## config.mk

```make
export PLATFORM = sky130hd
export DESIGN_NAME = nco_cfg_sequencer
export DESIGN_NICKNAME = d
export VERILOG_FILES = /design/src/rtl/nco_cfg_sequencer.sv
export SDC_FILE = /design/constraint.sdc
export NUM_CORES = 1
export LEC_CHECK = 0
export CAP_MARGIN = 20
export CELL_PAD_IN_SITES_DETAIL_PLACEMENT = 1
export CELL_PAD_IN_SITES_GLOBAL_PLACEMENT = 1
export CORE_ASPECT_RATIO = 0.6
export CORE_UTILIZATION = 25
export CTS_CLUSTER_DIAMETER = 60
export DETAILED_ROUTE_END_ITERATION = 8
export GPL_ROUTABILITY_DRIVEN = 0
export MAX_ROUTING_LAYER = met4
export PLACE_DENSITY_LB_ADDON = 0.1
export SLEW_MARGIN = 0
export SYNTH_ARGS = -nofsm -noshare
export SYNTH_HDL_FRONTEND = slang
export SYNTH_SLANG_ARGS = --single-unit
```

## constraint.sdc

```tcl
create_clock -name clk -period 4.1 [get_ports clk]
set_input_delay 0.615 -clock clk [delete_from_list [all_inputs] [get_ports clk]]
set_output_delay 0.615 -clock clk [all_outputs]
set_load 0.01 [all_outputs]
```

## src/rtl/nco_cfg_sequencer.sv

```systemverilog
// NCO configuration sequencer.
// Captures a changed configuration, waits until it has been stable for
// SETTLE_CYCLES, then applies it in one edge. When the NCO is running the
// apply waits for a phase wrap so that no period is cut short. If the wrap
// does not come within TIMEOUT cycles the apply is forced anyway.
module nco_cfg_sequencer #(
    parameter int FREQ_W        = 64,
    parameter int DUTY_W        = 16,
    parameter int SETTLE_CYCLES = 4,
    parameter int TIMEOUT       = 1024
) (
    input  logic              clk,
    input  logic              rst,
    input  logic              cfg_enable,
    input  logic [1:0]        cfg_wave,
    input  logic [FREQ_W-1:0] cfg_frequency,
    input  logic [DUTY_W-1:0] cfg_duty_cycle,
    input  logic              phase_wrap,
    output logic              nco_enable,
    output logic [1:0]        nco_wave,
    output logic [FREQ_W-1:0] nco_frequency,
    output logic [DUTY_W-1:0] nco_duty_cycle,
    output logic              acc_clear,
    output logic              busy,
    output logic [7:0]        update_count,
    output logic              timeout_flag
);

    localparam int SCW = (SETTLE_CYCLES > 1) ? $clog2(SETTLE_CYCLES) : 1;
    localparam int TCW = (TIMEOUT > 1) ? $clog2(TIMEOUT) : 1;
    localparam logic [SCW-1:0] SETTLE_LAST = SCW'(SETTLE_CYCLES - 1);
    localparam logic [TCW-1:0] TMO_LAST    = TCW'(TIMEOUT - 1);

    typedef struct packed {
        logic              enable;
        logic [1:0]        wave;
        logic [FREQ_W-1:0] frequency;
        logic [DUTY_W-1:0] duty;
    } cfg_t;

    typedef enum logic [1:0] {
        IDLE      = 2'd0,
        SETTLE    = 2'd1,
        WAIT_WRAP = 2'd2,
        APPLY     = 2'd3
    } state_t;

    state_t         state;
    cfg_t           req;
    cfg_t           applied;
    cfg_t           pend;
    logic [SCW-1:0] settle_cnt;
    logic [TCW-1:0] tmo_cnt;

    assign req     = {cfg_enable, cfg_wave, cfg_frequency, cfg_duty_cycle};
    assign applied = {nco_enable, nco_wave, nco_frequency, nco_duty_cycle};

    // Clear pulse only when an apply turns a stopped NCO on.
    assign acc_clear = (state == APPLY) && !nco_enable && pend.enable;
    assign busy      = (state != IDLE);

    // Sequencer FSM: capture, settle, wait for wrap, apply.
    always_ff @(posedge clk) begin
        if (rst) begin
            state          <= IDLE;
            pend           <= '0;
            settle_cnt     <= '0;
            tmo_cnt        <= '0;
            nco_enable     <= 1'b0;
            nco_wave       <= '0;
            nco_frequency  <= '0;
            nco_duty_cycle <= '0;
            update_count   <= '0;
            timeout_flag   <= 1'b0;
        end else begin
            case (state)
                IDLE: begin
                    if (req != applied) begin
                        pend       <= req;
                        settle_cnt <= '0;
                        state      <= SETTLE;
                    end
                end
                SETTLE: begin
                    if (req != pend) begin
                        // Still moving: restart the stability window.
                        pend       <= req;
                        settle_cnt <= '0;
                    end else if (req == applied) begin
                        // Request went back to what is already applied.
                        state <= IDLE;
                    end else if (settle_cnt == SETTLE_LAST) begin
                        if (!nco_enable) begin
                            state <= APPLY;
                        end else begin
                            tmo_cnt <= '0;
                            state   <= WAIT_WRAP;
                        end
                    end else begin
                        settle_cnt <= settle_cnt + 1'b1;
                    end
                end
                WAIT_WRAP: begin
                    // A wrap on the terminal count wins over the timeout.
                    if (phase_wrap) begin
                        state <= APPLY;
                    end else if (tmo_cnt == TMO_LAST) begin
                        timeout_flag <= 1'b1;
                        state        <= APPLY;
                    end else begin
                        tmo_cnt <= tmo_cnt + 1'b1;
                    end
                end
                APPLY: begin
                    nco_enable     <= pend.enable;
                    nco_wave       <= pend.wave;
                    nco_frequency  <= pend.frequency;
                    nco_duty_cycle <= pend.duty;
                    update_count   <= update_count + 8'd1;
                    state          <= IDLE;
                end
                default: state <= IDLE;
            endcase
        end
    end

endmodule

```

==> metrics.json, run 1 <==
{
  "critical_path": {
    "crit_path_end_kind": "register",
    "cpPeakStageDelay_ps": 780,
    "cells_along_the_critical_path": "clkdlybuf4s50_1 > xnor2_1 > nand4_1 > nor4_1 > nand4_1 > nor2_1 > o22ai_4 > buf_12 > mux2i_1",
    "startpoint_type": "input pin",
    "critPathArrivalTime_ps": 3930,
    "path_common_cell": "sky130_fd_sc_hd__nand4_1",
    "timing.critical_path.required_ps": 4420,
    "worst-path-max-fanout": 44,
    "path_class": "in2reg",
    "timing.critical_path.slowest_stage_cell": "sky130_fd_sc_hd__nor4_1",
    "top_cell_family_by_delay_on_the_critical_path": "simple AND/OR/NAND/NOR gates",
    "worst-path-buf-inv": 2
  },
  "pwr": {
    "leakagePower_nw": 4.47,
    "power_dissipated_by_switching_net_loads_w": 0.00112,
    "clock_power_share_pct": 42.1,
    "power.density_nw_per_um2": 355,
    "p_comb_share_pct": 11.8,
    "swShare_pct": 26.4,
    "seqPwrFrac_pct": 46.1,
    "ir_drop_uv": 292,
    "internal_power_w": 0.00311
  },
  "sta": {
    "final_critical_path_setup_slack_ps": 488,
    "timing.setup.tns_ps": 0,
    "post-route-period-util_pct": 88.1,
    "fmaxAchievable_mhz": 277,
    "timing.final.max_slew_violations": 0,
    "slew-limit-headroom_pct": 41.0,
    "hold_violations": 0,
    "timing.final.setup_violations": 0,
    "finalHoldWorstSlack_ps": 474,
    "setup_repair_after_global_routing_missed_its_margin": "no",
    "worst_pin_slew_ps": 877,
    "min_period_ps": 3610,
    "final.setup_skew_ps": 9.09
  },
  "layout": {
    "layout_common_cells": "347 x sky130_fd_sc_hd__nand2_1, 189 x sky130_fd_sc_hd__dfxtp_1, 178 x sky130_fd_sc_hd__clkdlybuf4s50_1",
    "post_route_cells_drive_above_1_share_pct": 4.57,
    "post-route-cell-area_um2": 11900,
    "layout.nets": 1322,
    "syn_to_final_growth_pct": 32.4,
    "layout_commonest_cell": "sky130_fd_sc_hd__nand2_1",
    "finish.cell_count_without_fillers": 1716
  },
  "cts": {
    "cts_hold_buf": 0,
    "post_cts_resize_count": 0,
    "worst_setup_hold_path_clk_slew_ps": 70,
    "clk_latency_worst_skew_pair_ps": 440,
    "clk_root_buffer_cell": "sky130_fd_sc_hd__clkbuf_16",
    "post-cts-setup-buffer-count": 0,
    "clockBufferDepth": 2,
    "numCtsBuffers": 17,
    "tritoncts_num_sinks": 189,
    "h-tree-depth": 4,
    "clock_tree_from_tritoncts": "yes"
  },
  "synthesis": {
    "asyncSetResetFlopFracSynth_pct": 0,
    "basic_gate_share_of_the_synthesized_area_counting_and_or_nand_and_nor_cells_pct": 20.8,
    "synth_adder_area_share_pct": 0.417,
    "synth_top_family_by_area": "simple AND/OR/NAND/NOR gates",
    "post_synth_top_flop": "sky130_fd_sc_hd__dfxtp_1",
    "number_of_enable_type_register_cells_in_the_synthesized_netlist": 0,
    "mappedNetlistArea_um2": 8990,
    "synth_nets": 1165,
    "synth.distinct_cells": 40,
    "syn-mean-instance-area_um2": 8.36,
    "ys_seq_area_share_pct": 42.1,
    "yosys-mux-area-fraction_pct": 9.24,
    "post_synth_xor_area_fraction_pct": 16.8,
    "yosys_warnings": 0,
    "synth.ff_latch_count": 189,
    "synth-compound-area-share_pct": 7.49,
    "synth_instances": 1076
  },
  "global_route": {
    "aggregate_global_routing_overflow": 0,
    "antenna_violations_before_repair": 3,
    "global_route_wire_length_before_repair_mm": 52.0,
    "vias_in_the_first_global_route": 7719,
    "maximum_number_of_pins_on_one_net_before_global_route_repair": 68,
    "grt_util_all_layers_pct": 20.3
  },
  "placement": {
    "place_inst": 1681,
    "detailedPlace.worstSlack_ps": 257,
    "detailed_place.area_um2": 11300,
    "io_buffers": 179,
    "hpwlAfterDp_mm": 26.5
  },
  "floorplan": {
    "initial_utilization_pct": 25.5,
    "die-area_um2": 36800,
    "core_area_um2": 35200,
    "floorplan.rows": 53,
    "dieHeight_um": 149,
    "die_width_um": 247,
    "ios": 180
  },
  "status": {
    "run_status": "complete, but fails checks",
    "failed_checks": "DRC"
  },
  "drt": {
    "first_pass_iters": 7,
    "vias_per_cell": 4.61,
    "wirelength_mm": 35.8,
    "route.detailed.wl_per_inst_um": 20.9,
    "vias": 7906,
    "drt_first_iter_violations": 524,
    "drt.antenna.violating_nets": 0,
    "route.detailed.drc": 18
  },
  "hold_path": {
    "worstHoldPathType": "reg2reg"
  },
  "job": {
    "max_cap_violations": 0
  }
}
==> cell usage after synthesis, types with 3 or more instances <==
cell type / number / area share [%]
sky130_fd_sc_hd__o21ai_0: 6 / 0.33
sky130_fd_sc_hd__xor2_1: 87 / 8.5
sky130_fd_sc_hd__a211oi_1: 3 / 0.25
sky130_fd_sc_hd__nand4b_1: 3 / 0.29
sky130_fd_sc_hd__nor2_1: 19 / 0.79
sky130_fd_sc_hd__nor3_1: 5 / 0.28
sky130_fd_sc_hd__xnor2_1: 86 / 8.4
sky130_fd_sc_hd__nor2b_1: 3 / 0.21
sky130_fd_sc_hd__buf_2: 3 / 0.17
sky130_fd_sc_hd__a311oi_1: 4 / 0.39
sky130_fd_sc_hd__a31oi_1: 6 / 0.42
sky130_fd_sc_hd__ha_1: 3 / 0.42
sky130_fd_sc_hd__clkbuf_1: 47 / 2.0
sky130_fd_sc_hd__a21oi_1: 88 / 4.9
sky130_fd_sc_hd__buf_1: 3 / 0.13
sky130_fd_sc_hd__nand2_1: 348 / 15
sky130_fd_sc_hd__nand4_1: 30 / 2.1
sky130_fd_sc_hd__nor4_1: 26 / 1.8
sky130_fd_sc_hd__nand3_1: 4 / 0.22
sky130_fd_sc_hd__dfxtp_1: 189 / 42
sky130_fd_sc_hd__buf_6: 6 / 0.75
sky130_fd_sc_hd__mux2i_1: 83 / 9.2
==> final timing paths <==
check,slack [ps],to,startpoint,cells past startpoint
max reg2reg,790,pend[2],nco_frequency[5],8
min,470,settle_cnt[0],settle_cnt[0],1
min reg2reg,470,settle_cnt[0],settle_cnt[0],1
max,490,pend[2],cfg_frequency[5],9
==> power groups by stage <==
stage	Clock [W]	Combinational, W	Sequential (W)
after floorplan	0	0.000240	0.00197
after global placement	0	0.000496	0.00199
after detailed placement	0	0.000501	0.00199
after CTS	0.00183	0.000504	0.00194
after global routing	0.00191	0.000536	0.00195
final	0.00178	0.000499	0.00195
==> metrics by stage <==
step / power, W / utilization (%)
floorplan: 0.00221 / -
finish: 0.00422 / 33.8
detailed placement: 0.00249 / 32.1
CTS: 0.00428 / 33.8
global route: 0.00440 / 33.8
global placement: 0.00248 / 32.1
==> cell type report <==
type	instances	area, um^2
fillers	4126	23300
multi-input cells	825	4940
flip-flops and latches	189	3780
repair buffers	197	1960
well taps	467	584
clock buffers	21	470
clock inverters	11	139
inverters	3	13.8
diodes	3	7.51
==> metal layers <==
metal / share of wire (%) / global-route usage (%)
met1: 53 / 29.7
met2: 42 / 28.2
met3: 4.7 / 4.59
met4: 1.1 / 4.01
met5: 0 / -
==> sequential cells by signal, summed over array words and instances, names as in the netlist, named ones only <==
| signal | cells |
|---|---|
| tmo_cnt | 10 |
| state | 1 |
| nco_frequency | 64 |
| timeout_flag | 1 |
| pend | 83 |
| update_count | 8 |
| nco_wave | 2 |
| settle_cnt | 2 |
| nco_duty_cycle | 16 |
| nco_enable | 1 |
==> kinds of logic (layout without fill, tap and decap cells) <==
| logic type | after synthesis | count (layout) |
|---|---|---|
| xor gates and xnor gates | 173 | 173 |
| AOI/OAI and AO/OA | 120 | 120 |
| other | 0 | 3 |
| muxes | 83 | 83 |
| DFF | 189 | 189 |
| buffers and inverters | 62 | 232 |
| and+or+nand+nor | 446 | 446 |
| adders and majority gates | 3 | 3 |
Note: power is estimated with default switching activity, not from simulation.
==> run 2: changes to the inputs <==
--- a/config.mk
+++ b/config.mk
@@ -7,6 +7,4 @@
 export LEC_CHECK = 0
 export CAP_MARGIN = 20
-export CELL_PAD_IN_SITES_DETAIL_PLACEMENT = 1
-export CELL_PAD_IN_SITES_GLOBAL_PLACEMENT = 1
 export CORE_ASPECT_RATIO = 0.6
 export CORE_UTILIZATION = 25
@@ -15,5 +13,4 @@
 export GPL_ROUTABILITY_DRIVEN = 0
 export MAX_ROUTING_LAYER = met4
-export PLACE_DENSITY_LB_ADDON = 0.1
 export SLEW_MARGIN = 0
 export SYNTH_ARGS = -nofsm -noshare
==> constraint.sdc (replaced) <==
create_clock -name clk -period 4.1 [get_ports clk]
set_input_delay 0.82 -clock clk [delete_from_list [all_inputs] [get_ports clk]]
set_output_delay 0.82 -clock clk [all_outputs]
set_load 0.01 [all_outputs]
==> run 2 against run 1 <==
Against the previous run:
- the run still ends with DRC left
- first-iteration DRC count rose by 49%
- utilization decreased by 0.22 points
- fmax up 7.9%
- global-route usage is 1.5 points lower
- critical endpoint is now pend[59]
==> metrics.json, run 2 (same netlist as run 1, synthesis figures left out) <==
{
  "status": {
    "run_status": "complete, but fails checks",
    "failed_checks": "DRC"
  },
  "drt": {
    "vias": {"value": 8035, "change": "+1.6%"},
    "route.detailed.drc": {"value": 16, "change": "-2"},
    "vias_per_cell": {"value": 4.68, "change": "+1.6%"},
    "first_pass_iters": {"value": 7, "change": "unchanged"},
    "drt.antenna.violating_nets": {"value": 0, "change": "unchanged"},
    "wirelength": {"value": 33.5, "unit": "mm", "change": "-6.5%"},
    "drt_first_iter_violations": {"value": 783, "change": "+49%"},
    "route.detailed.wl_per_inst": {"value": 19.5, "unit": "um", "change": "-6.5%"}
  },
  "layout": {
    "layout_commonest_cell": "sky130_fd_sc_hd__nand2_1",
    "post_route_cells_drive_above_1_share": {"value": 4.19, "unit": "%", "change": "-0.38 points"},
    "largest_registers": "pend: 83 flops, nco_frequency: 64 flops, nco_duty_cycle: 16 flops",
    "layout_common_cells": "347 x sky130_fd_sc_hd__nand2_1, 189 x sky130_fd_sc_hd__dfxtp_1, 178 x sky130_fd_sc_hd__clkdlybuf4s50_1",
    "registers.top_by_ff_count": "pend",
    "syn_to_final_growth_pct": 31.5,
    "fillCellCount": {"value": 3654, "change": "-11%"},
    "post-route-cell-area": {"value": 11800, "unit": "um^2", "change": "-0.64%"},
    "largest_reg_flops": {"value": 83, "change": "unchanged"},
    "layout.nets": {"value": 1317, "change": "-0.38%"}
  },
  "cts": {
    "clk_latency_worst_skew_pair": {"value": 450, "unit": "ps", "change": "about the same"},
    "clock_tree_from_tritoncts": "yes",
    "clk_root_buffer_cell": "sky130_fd_sc_hd__clkbuf_16",
    "tritoncts_num_sinks": {"value": 189, "change": "unchanged"},
    "post_cts_resize_count": {"value": 0, "change": "unchanged"},
    "worst_setup_hold_path_clk_slew": {"value": 80, "unit": "ps", "change": "about the same"},
    "h-tree-depth": {"value": 4, "change": "unchanged"},
    "clockBufferDepth": {"value": 2, "change": "unchanged"},
    "cts_hold_buf": {"value": 0, "change": "unchanged"},
    "numCtsBuffers": {"value": 17, "change": "unchanged"},
    "post-cts-setup-buffer-count": {"value": 0, "change": "unchanged"}
  },
  "job": {
    "max_cap_violations": {"value": 0, "change": "unchanged"}
  },
  "critical_path": {
    "worst-path-max-fanout": {"value": 27, "change": "-39%"},
    "path_common_cell": "sky130_fd_sc_hd__nand4_1",
    "path_class": "in2reg",
    "critPathArrivalTime": {"value": 3660, "unit": "ps", "change": "-270 ps"},
    "timing.critical_path.slowest_stage_cell": "sky130_fd_sc_hd__xnor2_1",
    "timing.critical_path.required": {"value": 4410, "unit": "ps", "change": "about the same"},
    "cells_along_the_critical_path": "clkdlybuf4s50_1 > xnor2_1 > nand4_1 > nor4_1 > nand4_1 > nor2_1 > o22ai_4 > buf_4 > mux2i_1",
    "crit_path_end_kind": "register",
    "cpPeakStageDelay": {"value": 490, "unit": "ps", "change": "-290 ps"},
    "startpoint_type": "input pin"
  },
  "placement": {
    "io_buffers": {"value": 179, "change": "unchanged"},
    "hpwlAfterDp": {"value": 24.9, "unit": "mm", "change": "-6.3%"},
    "detailed_place.area": {"value": 11200, "unit": "um^2", "change": "-0.45%"}
  },
  "hold_path": {
    "worstHoldPathType": "reg2reg"
  },
  "pwr": {
    "power.density": {"value": 347, "unit": "nW/um^2", "change": "-2.1%"},
    "leakagePower": {"value": 4.42, "unit": "nW", "change": "-1.2%"},
    "ir_drop": {"value": 292, "unit": "uV", "change": "+0.13%"}
  },
  "global_route": {
    "grt_util_all_layers": {"value": 18.8, "unit": "%", "change": "-1.5 points"},
    "global_route_wire_length_before_repair": {"value": 48.5, "unit": "mm", "change": "-6.8%"},
    "maximum_number_of_pins_on_one_net_before_global_route_repair": {"value": 83, "change": "+22%"},
    "vias_in_the_first_global_route": {"value": 7493, "change": "-2.9%"},
    "aggregate_global_routing_overflow": {"value": 0, "change": "unchanged"},
    "antenna_violations_before_repair": {"value": 9, "change": "+6"}
  },
  "floorplan": {
    "die_width": {"value": 247, "unit": "um", "change": "unchanged"},
    "dieHeight": {"value": 149, "unit": "um", "change": "unchanged"},
    "ios": {"value": 180, "change": "unchanged"},
    "die-area": {"value": 36800, "unit": "um^2", "change": "unchanged"},
    "initial_utilization": {"value": 25.5, "unit": "%", "change": "unchanged"},
    "core_area": {"value": 35200, "unit": "um^2", "change": "unchanged"},
    "floorplan.rows": {"value": 53, "change": "unchanged"}
  },
  "sta": {
    "timing.setup.tns": {"value": 0, "unit": "ps", "change": "unchanged"},
    "final.setup_skew": {"value": 15.1, "unit": "ps", "change": "+5.98 ps"},
    "hold_violations": {"value": 0, "change": "unchanged"},
    "timing.final.setup_violations": {"value": 0, "change": "unchanged"},
    "min_period": {"value": 3350, "unit": "ps", "change": "-264 ps"},
    "timing.final.max_slew_violations": {"value": 0, "change": "unchanged"},
    "worst_pin_slew": {"value": 952, "unit": "ps", "change": "+74.8 ps"},
    "post-route-period-util": {"value": 81.7, "unit": "%", "change": "-6.4 points"},
    "fmaxAchievable": {"value": 299, "unit": "MHz", "change": "+7.9%"},
    "setup_repair_after_global_routing_missed_its_margin": "no",
    "slew-limit-headroom": {"value": 36.6, "unit": "%", "change": "-4.5 points"}
  }
}
==> run 2: per-layer routing <==
| metal | global-route usage (%) | up-vias | wire [um] |
|---|---|---|---|
| met2 | 25.2 | 274 | 13800 |
| met1 | 25.1 | 3838 | 15500 |
| met3 | 7.65 | 32 | 3470 |
| met5 | - | - | 0 |
| li1 | - | 3891 | - |
| met4 | 6.20 | 0 | 752 |
==> run 2: worst max-delay path, delay by kind of cell <==
family / cells / cell delay [ps]
AO/OA/AOI/OAI: 1 / 130
multiplexers: 1 / 180
buffers and inverters: 2 / 780
XOR/XNOR: 1 / 490
AND/OR/NAND/NOR: 4 / 1260
==> run 2: cell type report <==
class / instances / area [um^2] / share of cell area (%)
clock buffer: 18 / 439 / 3.71
multi-input combinational: 825 / 4940 / 41.8
tap: 467 / 584 / 4.94
inverter: 3 / 13.8 / 0.116
clock inverter: 13 / 130 / 1.10
sequential: 189 / 3780 / 32.0
antenna: 9 / 22.5 / 0.190
timing repair buffer: 192 / 1910 / 16.2
==> run 2: path summary, 6_finish.rpt <==
check,start,endpoint,slack [ps],cells after the start
worst max-delay path,cfg_frequency[5],pend[59],750,9
worst min-delay path,pend[67],nco_frequency[51],470,2
worst max register to register,nco_frequency[5],pend[59],1260,8
worst min register to register,pend[67],nco_frequency[51],470,2
==> run 2: stage by stage <==
step                      std cells  hold WS [ps]  util [%]  total power (W)  setup slack [ps]
after detailed placement       1676           457      31.9          0.00246               407
after floorplan                1076           425         -          0.00221              1650
after CTS                      1707           473      33.5          0.00413               863
after global routing           1716           499      33.6          0.00426               514
final                          1716           473      33.6          0.00411               752
after global placement         1676           439      31.9          0.00245               416
==> run 2: report_power, final <==
group | internal, W | switching (W) | leakage [nW]
clock | 0.000868 | 0.000815 | 0.278
sequential | 0.00189 | 0.0000528 | 1.54
combinational | 0.000205 | 0.000275 | 2.60
==> run 3: changes to the inputs <==
Clock period 4.1 ns to 3.2 ns, I/O delays scaled along.
==> run 3 against run 2 <==
Against the previous run:
- the run still ends with DRC left
- highest routed layer unchanged
- die area stayed put
- flip-flop and latch count stayed put
- global-route usage is 0.49 points higher
- clock power up 39%
- critical path type unchanged
- register-to-register slack got worse by 720 ps
==> metrics.json, run 3 (same netlist as run 1, synthesis figures left out) <==
{
  "cts": {
    "numCtsBuffers": {"value": 17, "change": "unchanged"},
    "worst_setup_hold_path_clk_slew": {"value": 70, "unit": "ps", "change": "about the same"},
    "cts_hold_buf": {"value": 0, "change": "unchanged"},
    "clock_tree_from_tritoncts": "yes",
    "clk_latency_worst_skew_pair": {"value": 450, "unit": "ps", "change": "about the same"},
    "tritoncts_num_sinks": {"value": 189, "change": "unchanged"},
    "post-cts-setup-buffer-count": {"value": 0, "change": "unchanged"},
    "clk_root_buffer_cell": "sky130_fd_sc_hd__clkbuf_16",
    "h-tree-depth": {"value": 4, "change": "unchanged"},
    "clockBufferDepth": {"value": 2, "change": "unchanged"},
    "post_cts_resize_count": {"value": 0, "change": "unchanged"}
  },
  "sta": {
    "timing.final.max_slew_violations": {"value": 0, "change": "unchanged"},
    "worst_pin_slew": {"value": 1140, "unit": "ps", "change": "+189 ps"},
    "timing.final.setup_violations": {"value": 0, "change": "unchanged"},
    "finalHoldWorstSlack": {"value": 409, "unit": "ps", "change": "-63.5 ps"},
    "min_period_ps": 2930,
    "slew-limit-headroom": {"value": 24.0, "unit": "%", "change": "-13 points"},
    "post-route-period-util_pct": 91.7,
    "fmaxAchievable_mhz": 341,
    "hold_violations": {"value": 0, "change": "unchanged"},
    "setup_repair_after_global_routing_missed_its_margin": "no",
    "final.setup_skew": {"value": 14.5, "unit": "ps", "change": "-0.587 ps"}
  },
  "critical_path": {
    "worst-path-max-fanout": {"value": 17, "change": "-37%"},
    "critPathArrivalTime": {"value": 3250, "unit": "ps", "change": "-410 ps"},
    "setup.worst_path.end": "pend[66]",
    "timing.critical_path.from": "cfg_frequency[5]",
    "timing.reg2reg.worst_path_depth": {"value": 9, "change": "+1"},
    "rr_endpoint": "pend[66]",
    "worstReg2RegStart": "pend[10]",
    "path_class": "in2reg",
    "timing.critical_path.required": {"value": 3520, "unit": "ps", "change": "-890 ps"},
    "crit_path_end_kind": "register",
    "r2r_slack": {"value": 540, "unit": "ps", "change": "-720 ps"},
    "startpoint_type": "input pin"
  },
  "global_route": {
    "vias_in_the_first_global_route": {"value": 7917, "change": "+5.7%"},
    "antenna_violations_before_repair": {"value": 8, "change": "-1"},
    "grt_util_all_layers": {"value": 19.3, "unit": "%", "change": "+0.49 points"},
    "maximum_number_of_pins_on_one_net_before_global_route_repair": {"value": 87, "change": "+4.8%"},
    "aggregate_global_routing_overflow": {"value": 0, "change": "unchanged"},
    "global_route_wire_length_before_repair": {"value": 49.9, "unit": "mm", "change": "+3.0%"}
  },
  "pwr": {
    "total_power": {"value": 0.00549, "unit": "W", "change": "+34%"},
    "leakagePower": {"value": 4.72, "unit": "nW", "change": "+6.8%"},
    "power.density": {"value": 446, "unit": "nW/um^2", "change": "+28%"},
    "ir_drop": {"value": 394, "unit": "uV", "change": "+35%"}
  },
  "placement": {
    "io_buffers": {"value": 179, "change": "unchanged"},
    "hpwlAfterDp": {"value": 25.7, "unit": "mm", "change": "+3.2%"},
    "place_inst": {"value": 1728, "change": "+3.1%"},
    "detailed_place.area": {"value": 11700, "unit": "um^2", "change": "+3.7%"}
  },
  "drt": {
    "route.detailed.drc": {"value": 16, "change": "unchanged"},
    "vias": {"value": 8277, "change": "+3.0%"},
    "wirelength": {"value": 34.2, "unit": "mm", "change": "+1.9%"},
    "drt_first_iter_violations": {"value": 672, "change": "-14%"},
    "first_pass_iters": {"value": 7, "change": "unchanged"},
    "vias_per_cell": {"value": 4.68, "change": "about the same"},
    "route.detailed.wl_per_inst": {"value": 19.3, "unit": "um", "change": "-1.1%"},
    "drt.antenna.violating_nets": {"value": 0, "change": "unchanged"}
  },
  "layout": {
    "final_util": {"value": 34.9, "unit": "%", "change": "+1.4 points"},
    "registers.top_by_ff_count": "pend",
    "syn_to_final_growth_pct": 36.8,
    "layout_commonest_cell": "sky130_fd_sc_hd__nand2_1",
    "layout.nets": {"value": 1369, "change": "+3.9%"},
    "layout_common_cells": "347 x sky130_fd_sc_hd__nand2_1, 189 x sky130_fd_sc_hd__dfxtp_1, 178 x sky130_fd_sc_hd__clkdlybuf4s50_1",
    "largest_registers": "pend: 83 flops, nco_frequency: 64 flops, nco_duty_cycle: 16 flops",
    "post_route_cells_drive_above_1_share": {"value": 8.12, "unit": "%", "change": "+3.9 points"},
    "largest_reg_flops": {"value": 83, "change": "unchanged"},
    "finish.cell_count_without_fillers": {"value": 1768, "change": "+3.0%"},
    "post-route-cell-area": {"value": 12300, "unit": "um^2", "change": "+4.0%"}
  },
  "floorplan": {
    "core_area": {"value": 35200, "unit": "um^2", "change": "unchanged"},
    "initial_utilization": {"value": 25.5, "unit": "%", "change": "unchanged"},
    "dieHeight": {"value": 149, "unit": "um", "change": "unchanged"},
    "die-area": {"value": 36800, "unit": "um^2", "change": "unchanged"},
    "die_width": {"value": 247, "unit": "um", "change": "unchanged"},
    "floorplan.rows": {"value": 53, "change": "unchanged"},
    "ios": {"value": 180, "change": "unchanged"}
  },
  "hold_path": {
    "worstHoldPathType": "in2reg"
  },
  "status": {
    "run_status": "complete, but fails checks",
    "failed_checks": "DRC"
  },
  "job": {
    "max_cap_violations": {"value": 0, "change": "unchanged"}
  }
}
run 3: cell types whose count changed in the layout (fill, tap and decap cells not counted), sizes merged:
cell / change
clkinvlp: -1
diode: -1
clkbuf: +3
buf: +52
inv: -3
bufinv: +2
run 3: worst max-delay path, stage by stage:
cell and delay, ps:
sky130_fd_sc_hd__clkdlybuf4s50_1 490, sky130_fd_sc_hd__xnor2_1 500, sky130_fd_sc_hd__nand4_1 200, sky130_fd_sc_hd__nor4_1 400, sky130_fd_sc_hd__nand4_1 210, sky130_fd_sc_hd__nor2_1 250, sky130_fd_sc_hd__o22ai_4 140, sky130_fd_sc_hd__buf_4 250
sky130_fd_sc_hd__mux2i_1 160
run 3: worst min path at each step:
stage | to | cells after the start | slack, ps | start
final | nco_frequency[38] | 2 | 410 | rst
after global routing | nco_frequency[33] | 2 | 410 | rst
after CTS | nco_frequency[38] | 2 | 390 | rst
after detailed placement | settle_cnt[0] | 1 | 450 | settle_cnt[0]
after global placement | settle_cnt[0] | 1 | 440 | settle_cnt[0]
after floorplan | settle_cnt[0] | 1 | 430 | settle_cnt[0]
run 3: routing by layer:
layer | wire length [um] | vias to the layer above | track usage (%) | share of wire [%]
met3 | 4200 | 32 | 8.54 | 12
met2 | 14400 | 300 | 26.6 | 42
li1 | - | 4013 | - | -
met1 | 15000 | 3932 | 25.0 | 44
met4 | 531 | 0 | 5.43 | 1.6
met5 | 0 | - | - | 0
run 3: cell type report:
| cell class | count | area, um^2 |
|---|---|---|
| Fill cell | 3610 | 22900 |
| Clock inverter | 11 | 151 |
| Multi-Input combinational cell | 825 | 4940 |
| Tap cell | 467 | 584 |
| Timing Repair Buffer | 244 | 2330 |
| Inverter | 3 | 13.8 |
| Clock buffer | 21 | 480 |
| Sequential cell | 189 | 3780 |
| Antenna cell | 8 | 20.0 |
run 3: stage by stage:
stage	setup WS (ps)	setup TNS [ps]
2_1_floorplan	926	0
3_3_place_gp	-31.9	-514
3_5_place_dp	-116	-5060
4_1_cts	359	0
5_1_grt	215	0
6_report	266	0
run 3: power by group:
group / internal [W] / switching [W] / leakage [nW]
Clock: 0.00132 / 0.00100 / 0.311
Combinational: 0.000301 / 0.000369 / 2.87
Sequential: 0.00242 / 0.0000665 / 1.54
